**config.mk**
```make
export PLATFORM = sky130hd
export DESIGN_NAME = icon_ctrl
export DESIGN_NICKNAME = d
export VERILOG_FILES = /design/src/rtl/icon_pkg.sv /design/src/rtl/icon_ctrl_frame_strobe.sv /design/src/rtl/icon_ctrl.sv
export SDC_FILE = /design/constraint.sdc
export NUM_CORES = 1
export LEC_CHECK = 0
export ABC_CLOCK_PERIOD_IN_PS = 2600
export CORE_AREA = 2 2 74 76
export DETAILED_ROUTE_END_ITERATION = 10
export DIE_AREA = 0 0 76 78
export PLACE_DENSITY = 0.88
export SETUP_SLACK_MARGIN = 0.02
export SLEW_MARGIN = 25
export SYNTH_ARGS = -nofsm -noshare
export SYNTH_HDL_FRONTEND = slang
export SYNTH_HIERARCHICAL = 1
export SYNTH_SLANG_ARGS = --single-unit
```
**constraint.sdc**
```tcl
create_clock -name clk -period 2.6 [get_ports clk]
set_input_delay 0.39 -clock clk [delete_from_list [all_inputs] [get_ports clk]]
set_output_delay 0.39 -clock clk [all_outputs]
set_load 0.01 [all_outputs]
```
**src/rtl/icon_pkg.sv**
```systemverilog
// Shared types and constants for the bot icon update scheduler.
package icon_pkg;
    localparam int ROW_W          = 10;
    localparam int COORD_W        = 8;
    localparam int DISP_W         = 640;
    localparam int DISP_H         = 480;
    localparam int COMMIT_ROW_DEF = DISP_H;

    localparam int ORIENT_MSB = 2;
    localparam int ORIENT_LSB = 0;
    localparam int ALERT_BIT  = 7;

    typedef enum logic {
        IDLE    = 1'b0,
        PENDING = 1'b1
    } icon_state_t;

    function automatic logic info_alert(input logic [COORD_W-1:0] info);
        return info[ALERT_BIT];
    endfunction

    function automatic logic [ORIENT_MSB-ORIENT_LSB:0] info_orient(input logic [COORD_W-1:0] info);
        return info[ORIENT_MSB:ORIENT_LSB];
    endfunction
endpackage

```
**src/rtl/icon_ctrl_frame_strobe.sv**
```systemverilog
// Frame boundary detector: one-clock frameTick after the commit point is first
// seen (robust to several clocks per pixel), plus a wrapping frame counter.
module frame_strobe
    import icon_pkg::*;
#(
    parameter int COMMIT_ROW = COMMIT_ROW_DEF
) (
    input  logic             clk,
    input  logic             reset,
    input  logic [ROW_W-1:0] i_row,
    input  logic [ROW_W-1:0] i_col,
    output logic             o_tick,
    output logic [7:0]       o_count
);
    logic w_cond;
    logic r_cond_d;
    logic r_tick;
    logic [7:0] r_count;

    assign w_cond = (i_row == ROW_W'(COMMIT_ROW)) && (i_col == '0);

    always_ff @(posedge clk or posedge reset) begin
        if (reset) begin
            r_cond_d <= 1'b0;
            r_tick   <= 1'b0;
            r_count  <= '0;
        end else begin
            r_cond_d <= w_cond;
            r_tick   <= w_cond && !r_cond_d;
            if (r_tick)
                r_count <= r_count + 8'd1;
        end
    end

    assign o_tick  = r_tick;
    assign o_count = r_count;
endmodule

```
**src/rtl/icon_ctrl.sv**
```systemverilog
// Bot icon update scheduler: shadows processor updates and commits them to the
// live icon registers only at the vertical-blanking frame boundary.
// Optional blink of iconEnable on alert is enabled by defining ICON_BLINK_EN.
module icon_ctrl
    import icon_pkg::*;
#(
    parameter int COMMIT_ROW   = COMMIT_ROW_DEF,
    parameter int OVERWRITE    = 1,
    parameter int BLINK_FRAMES = 16
) (
    input  logic                 clk,
    input  logic                 reset,
    input  logic [ROW_W-1:0]     pixRow,
    input  logic [ROW_W-1:0]     pixCol,
    input  logic                 updValid,
    output logic                 updReady,
    input  logic [COORD_W-1:0]   newLocX,
    input  logic [COORD_W-1:0]   newLocY,
    input  logic [COORD_W-1:0]   newBotInfo,
    output logic [COORD_W-1:0]   locX,
    output logic [COORD_W-1:0]   locY,
    output logic [COORD_W-1:0]   botInfo,
    output logic                 iconEnable,
    output logic                 frameTick,
    output logic [7:0]           frameCount,
    output logic                 pending
);
    localparam logic OVW = (OVERWRITE != 0);

    icon_state_t        r_state;
    logic               r_upd_ready;
    logic [COORD_W-1:0] r_sh_x, r_sh_y, r_sh_info;
    logic [COORD_W-1:0] r_loc_x, r_loc_y, r_bot_info;
    logic               r_icon_en;
    logic               w_tick;
    logic               w_xfer;
    logic               w_commit;

    frame_strobe #(.COMMIT_ROW(COMMIT_ROW)) u_strobe (
        .clk     (clk),
        .reset   (reset),
        .i_row   (pixRow),
        .i_col   (pixCol),
        .o_tick  (w_tick),
        .o_count (frameCount)
    );

    assign w_xfer   = updValid && r_upd_ready;
    assign w_commit = (r_state == PENDING) && w_tick;

    // Commit reads the shadow before a same-edge transfer overwrites it.
    always_ff @(posedge clk or posedge reset) begin
        if (reset) begin
            r_state     <= IDLE;
            r_upd_ready <= 1'b1;
            r_sh_x      <= '0;
            r_sh_y      <= '0;
            r_sh_info   <= '0;
            r_loc_x     <= '0;
            r_loc_y     <= '0;
            r_bot_info  <= '0;
        end else begin
            case (r_state)
                IDLE: begin
                    if (w_xfer) begin
                        r_sh_x      <= newLocX;
                        r_sh_y      <= newLocY;
                        r_sh_info   <= newBotInfo;
                        r_state     <= PENDING;
                        r_upd_ready <= OVW;
                    end
                end
                PENDING: begin
                    if (w_tick) begin
                        r_loc_x    <= r_sh_x;
                        r_loc_y    <= r_sh_y;
                        r_bot_info <= r_sh_info;
                    end
                    if (w_xfer) begin
                        r_sh_x    <= newLocX;
                        r_sh_y    <= newLocY;
                        r_sh_info <= newBotInfo;
                    end
                    if (w_tick && !w_xfer) begin
                        r_state     <= IDLE;
                        r_upd_ready <= 1'b1;
                    end
                end
                default: begin
                    r_state     <= IDLE;
                    r_upd_ready <= 1'b1;
                end
            endcase
        end
    end

`ifdef ICON_BLINK_EN
    logic       r_committed;
    logic [7:0] r_blink_cnt;

    always_ff @(posedge clk or posedge reset) begin
        if (reset) begin
            r_committed <= 1'b0;
            r_icon_en   <= 1'b0;
            r_blink_cnt <= '0;
        end else if (!r_committed) begin
            if (w_commit) begin
                r_committed <= 1'b1;
                r_icon_en   <= 1'b1;
                r_blink_cnt <= '0;
            end
        end else if (!info_alert(r_bot_info)) begin
            r_icon_en   <= 1'b1;
            r_blink_cnt <= '0;
        end else if (w_tick) begin
            if (r_blink_cnt == 8'(BLINK_FRAMES - 1)) begin
                r_blink_cnt <= '0;
                r_icon_en   <= !r_icon_en;
            end else begin
                r_blink_cnt <= r_blink_cnt + 8'd1;
            end
        end
    end
`else
    logic w_unused_blink;
    assign w_unused_blink = (BLINK_FRAMES != 0);

    always_ff @(posedge clk or posedge reset) begin
        if (reset)
            r_icon_en <= 1'b0;
        else if (w_commit)
            r_icon_en <= 1'b1;
    end
`endif

    assign updReady   = r_upd_ready;
    assign locX       = r_loc_x;
    assign locY       = r_loc_y;
    assign botInfo    = r_bot_info;
    assign iconEnable = r_icon_en;
    assign frameTick  = w_tick;
    assign pending    = (r_state == PENDING);
endmodule

```
# After elaboration in Yosys (flattened, before gate mapping)
# Index checks and enable logic that the tools add are counted.
[word_totals]
reg_bits = 61
input_bits = 47
elab_cells = 36
[classes]
addsub = 1
n_eq_ne = 3
muxes = 9
bitwise_logic = 1
n_reduce_logical = 10
[ops]
columns = ["op", "count"]
rows = [
  ["8-bit two-way mux", 3],
  ["10-bit by 9-bit equality test with 1-bit output (second input constant)", 1],
  ["10-bit zero test", 1],
  ["8-bit by 1-bit adder with 8-bit output (second input constant)", 1],
  ["1-bit logical AND", 5],
  ["1-bit two-way mux", 4],
  ["1-bit one-hot mux with 2 select lines", 2],
  ["2-bit AND reduction", 2],
  ["1-bit zero test", 2],
  ["2-bit by 1-bit != test with 1-bit output (second input constant)", 1],
  ["2-bit != test (second input constant)", 1],
  ["1-bit inverter", 1],
]

# Depth between registers and ports, before layout
[depth]
word_depth = 5
mapped_depth = 3

# Hierarchy
# The synthesis kept the hierarchy.
[modules_own_cells]
columns = ["module", "instances", "cells_each", "area_per_inst_um2", "seq_area_each_um2"]
rows = [
  ["icon_ctrl", 1, 110, 1951.9, 1251.2],
  ["frame_strobe", 1, 38, 451.7, 250.2],
]

# Worst setup path after synthesis
# No wires, ideal clock.
[synth_path]
kind = "register -> register"
startpoint = "reg u_strobe.r_tick (netlist: u_strobe/o_tick)"
endpoint = "reg r_bot_info[0] (netlist: botInfo[0])"
arrival_time_ps = 1156
t_required_ps = 2475
path_slack_ps = 1318
stages_incl_launch_ff = 4
n_path_buf = 1
path_cell_list = "dfrtp_1 > nand2_2 > buf_6 > mux2_4"
[synth_via]
elab_chain_cells = 1
[synth_lines]
columns = ["item", "line_no", "source"]
rows = [
  ["start, declared", "icon_ctrl_frame_strobe.sv:17", "logic r_tick;"],
  ["start signal, assigned", "icon_ctrl_frame_strobe.sv:29", "r_tick <= w_cond && !r_cond_d;"],
  ["2-bit AND reduction (no source line)", "-", ""],
  ["end signal, assigned", "icon_ctrl.sv:77", "r_bot_info <= r_sh_info;"],
  ["end, declared", "icon_ctrl.sv:33", "logic [COORD_W-1:0] r_loc_x, r_loc_y, r_bot_info;"],
]
# Every way passes these cells.
# A chain may end at the register's enable or synchronous reset.

# Worst setup path after layout
[layout_path]
startpoint = "reg u_strobe.r_tick (netlist: u_strobe/o_tick)"
endpoint = "out frameTick"
[layout_lines]
columns = ["item", "line_no", "source"]
rows = [
  ["end, declared", "icon_ctrl.sv:24", "output logic frameTick,"],
]
# No word-level cell between the ends.

==> results.md <==
* CP Class: reg -> out
* Max_slew headroom at 47.5%
* Final setup fails at 0
* H-tree Lvls at 3
* Synthesized flop and latch total at 60
* Max Freq at 535 MHz
* Syn Inst Count at 148
* Period minus WS final at 1.87 ns
* Post-CTS Setup Bufs at 0
* RSZ-0062 raised after global routing: no
* Tcrit/Tclk final at 71.8%
* Cell Area, Synth at 0.00240 mm²
* First-pass GRT wire length at 7870 µm
* CTS tree: yes
* Async set-reset flop share out of synthesis at 100%
* Critical path capture point type: output port
* Top-Level Pins at 83
* Clock tree buffer depth at 2
* Antenna viol nets, final at 0
* WP data arrival at 1.48 ns
* YS warnings at 6
* Drt drc at 0
* Vias in the first global route at 1,589
* TritonCTS Buffers at 9
* Total Power at 1940 µW
* CP Buf/Inv Count at 1
* Initial cell density of the core at 47.7%
* R2R Path Start: u_strobe/o_tick
* Die Y at 78 µm
* Cell Count Post-Placement at 295
* HPWL Detailed at 3300 µm
* Sink Count at 60
* Avg WL per Cell at 15.0 µm
* Post-CTS Hold Buffers at 0
* Reg2reg end: locY[3]
* Crit path launch type: flip-flop
* GR Util All Layers at 17.1%
* CP max FO at 9
* Vias per cell at 4.78
* GR Overflow Total at 0
* Clock transition at path regs at 0.06 ns
* Largest delay share family, worst path: buffers and inverters
* Final Max Tran Viols at 0
* Final Wtd Congestion at 0.683
* Commonest cells after routing, fill and taps aside: clkdlybuf4s50_1 (81), dfrtp_1 (60), mux2_2 (30)
* Hold Path Class: in -> async
* Die Area at 0.00593 mm²
* Core Area at 0.00504 mm²
* Clock Latency Late Sink at 0.33 ns
* Status: finished clean
* Total length of routed wires at 4620 µm
* Clock root cell: clkbuf_8
* CP peak stage delay at 0.62 ns
* EDFF count, synth at 0
* Peak supply drop at 408 µV
* # diodes at 0
* Post-CTS Resized at 0
* Share of cells above drive strength 1 at 28.5%
* Top FF cell, synth: dfrtp_1
* Final hold vios at 0
* Routed vias at 1,478
* Pleak at 0.00160 µW
* Layout Area Growth over Synthesis at 43.5%
* Register area share after synthesis at 62.5%
* DR pass1 iterations at 4
* Most common cell after layout, fill and taps aside: clkdlybuf4s50_1
* Core Util, Final at 68.4%
* Post-Syn Area per Cell at 16.2 µm²
* Fin cells at 309
* Initial antenna violation count at 0
* PortBufs at 81
* 1st-iter DRT viols at 102
* Net Count, Synth at 196
* Fin Setup TNS at 0 ns
* Worst R2R Path Depth at 2
* Max Clock Skew at 0.00996 ns
* CP max-delay cell: clkdlybuf4s50_1
* Post-synth cell types at 24
* Worst path cell trace: clkdlybuf4s50_1
* Final nets at 284
* Die Wd at 76 µm
* Max-Cap Viols at 0
* Pwr dens at 562 mW/mm²
* R2r setup slk at 0.93 ns
* Worst Path Required at 2.21 ns
* Pin count of the biggest net entering global routing at 51
* Worst Max-Slew Pin Slew at 0.785 ns
* FP Rows at 26
[how the worst max path moves through the flow]
stage	startpoint	end	slack, ns	cells after the start
floorplan	reset	botInfo[0]	1.01	1
global placement	updValid	r_sh_x[7]	0.93	3
detailed placement	updValid	r_sh_info[4]	0.90	3
CTS	u_strobe/o_tick	frameTick	0.72	1
global route	u_strobe/o_tick	frameTick	0.67	1
finish	u_strobe/o_tick	frameTick	0.73	1
[cell type report]
| type | instances | area (µm²) |
|---|---|---|
| Multi-Input combinational cell | 79 | 833 |
| Fill cell | 359 | 1590 |
| Clock buffer | 12 | 155 |
| Timing Repair Buffer | 83 | 826 |
| Inverter | 3 | 11.3 |
| Tap cell | 70 | 87.6 |
| Sequential cell | 60 | 1500 |
| Clock inverter | 2 | 35.0 |
[metrics by stage]
| step | instance area (µm²) | hold slack [ns] | setup WS [ns] |
|---|---|---|---|
| finish | 3450 | 0.390 | 0.732 |
| global route | 3450 | 0.431 | 0.673 |
| CTS | 3450 | 0.385 | 0.718 |
| detailed placement | 3260 | 0.418 | 0.905 |
| global placement | 3260 | 0.415 | 0.927 |
| floorplan | 2400 | 0.230 | 1.01 |
[Yosys cell counts (2+ instances only)]
cell / number / area [µm²]
nand4_1: 2 / 12.5
mux2_4: 19 / 285
dfrtp_1: 60 / 1500
nand2_1: 4 / 15.0
mux2_2: 30 / 338
inv_1: 3 / 11.3
nor4bb_1: 2 / 20.0
xor2_1: 3 / 26.3
xnor2_1: 4 / 35.0
buf_6: 4 / 45.0
nor4_1: 3 / 18.8
nor2_1: 2 / 7.51
[state kept, by name, summed over array words and instances, names as in the netlist]
register           cells
r_sh_y                 8
locY                   8
u_strobe/o_count       8
iconEnable             1
u_strobe/o_tick        1
r_sh_info              8
locX                   8
u_strobe/r_cond_d      1
pending                1
r_sh_x                 8
botInfo                8
[power breakdown]
part	switching [µW]	leakage, µW	internal [µW]
clock	322	0.0000983	483
sequential	18.5	0.000779	972
combinational	45.2	0.000720	97.7
[logic make-up (layout without fill, tap and decap cells)]
group                    after synthesis  in the layout  share of synthesized area (%)
adder cells (fa/ha/maj)                1              1                          0.520
multiplexers                          49             49                           25.9
other                                  1              1                          0.156
flip-flops                            60             60                           62.5
AO/OA/AOI/OAI                          1              1                          0.312
XOR/XNOR                               7              7                           2.55
AND/OR/NAND/NOR                       20             20                           5.21
buffers and inverters                  9            100                           2.86
[metal layers]
| layer | track usage, % | vias up | share of wire [%] |
|---|---|---|---|
| li1 | - | 690 | - |
| met2 | 27.3 | 59 | 49 |
| met3 | 5.47 | 10 | 6.8 |
| met5 | 0 | - | 0 |
| met1 | 21.0 | 719 | 42 |
| met4 | 8.73 | 0 | 2.2 |
Note: power is estimated with default switching activity, not from simulation.
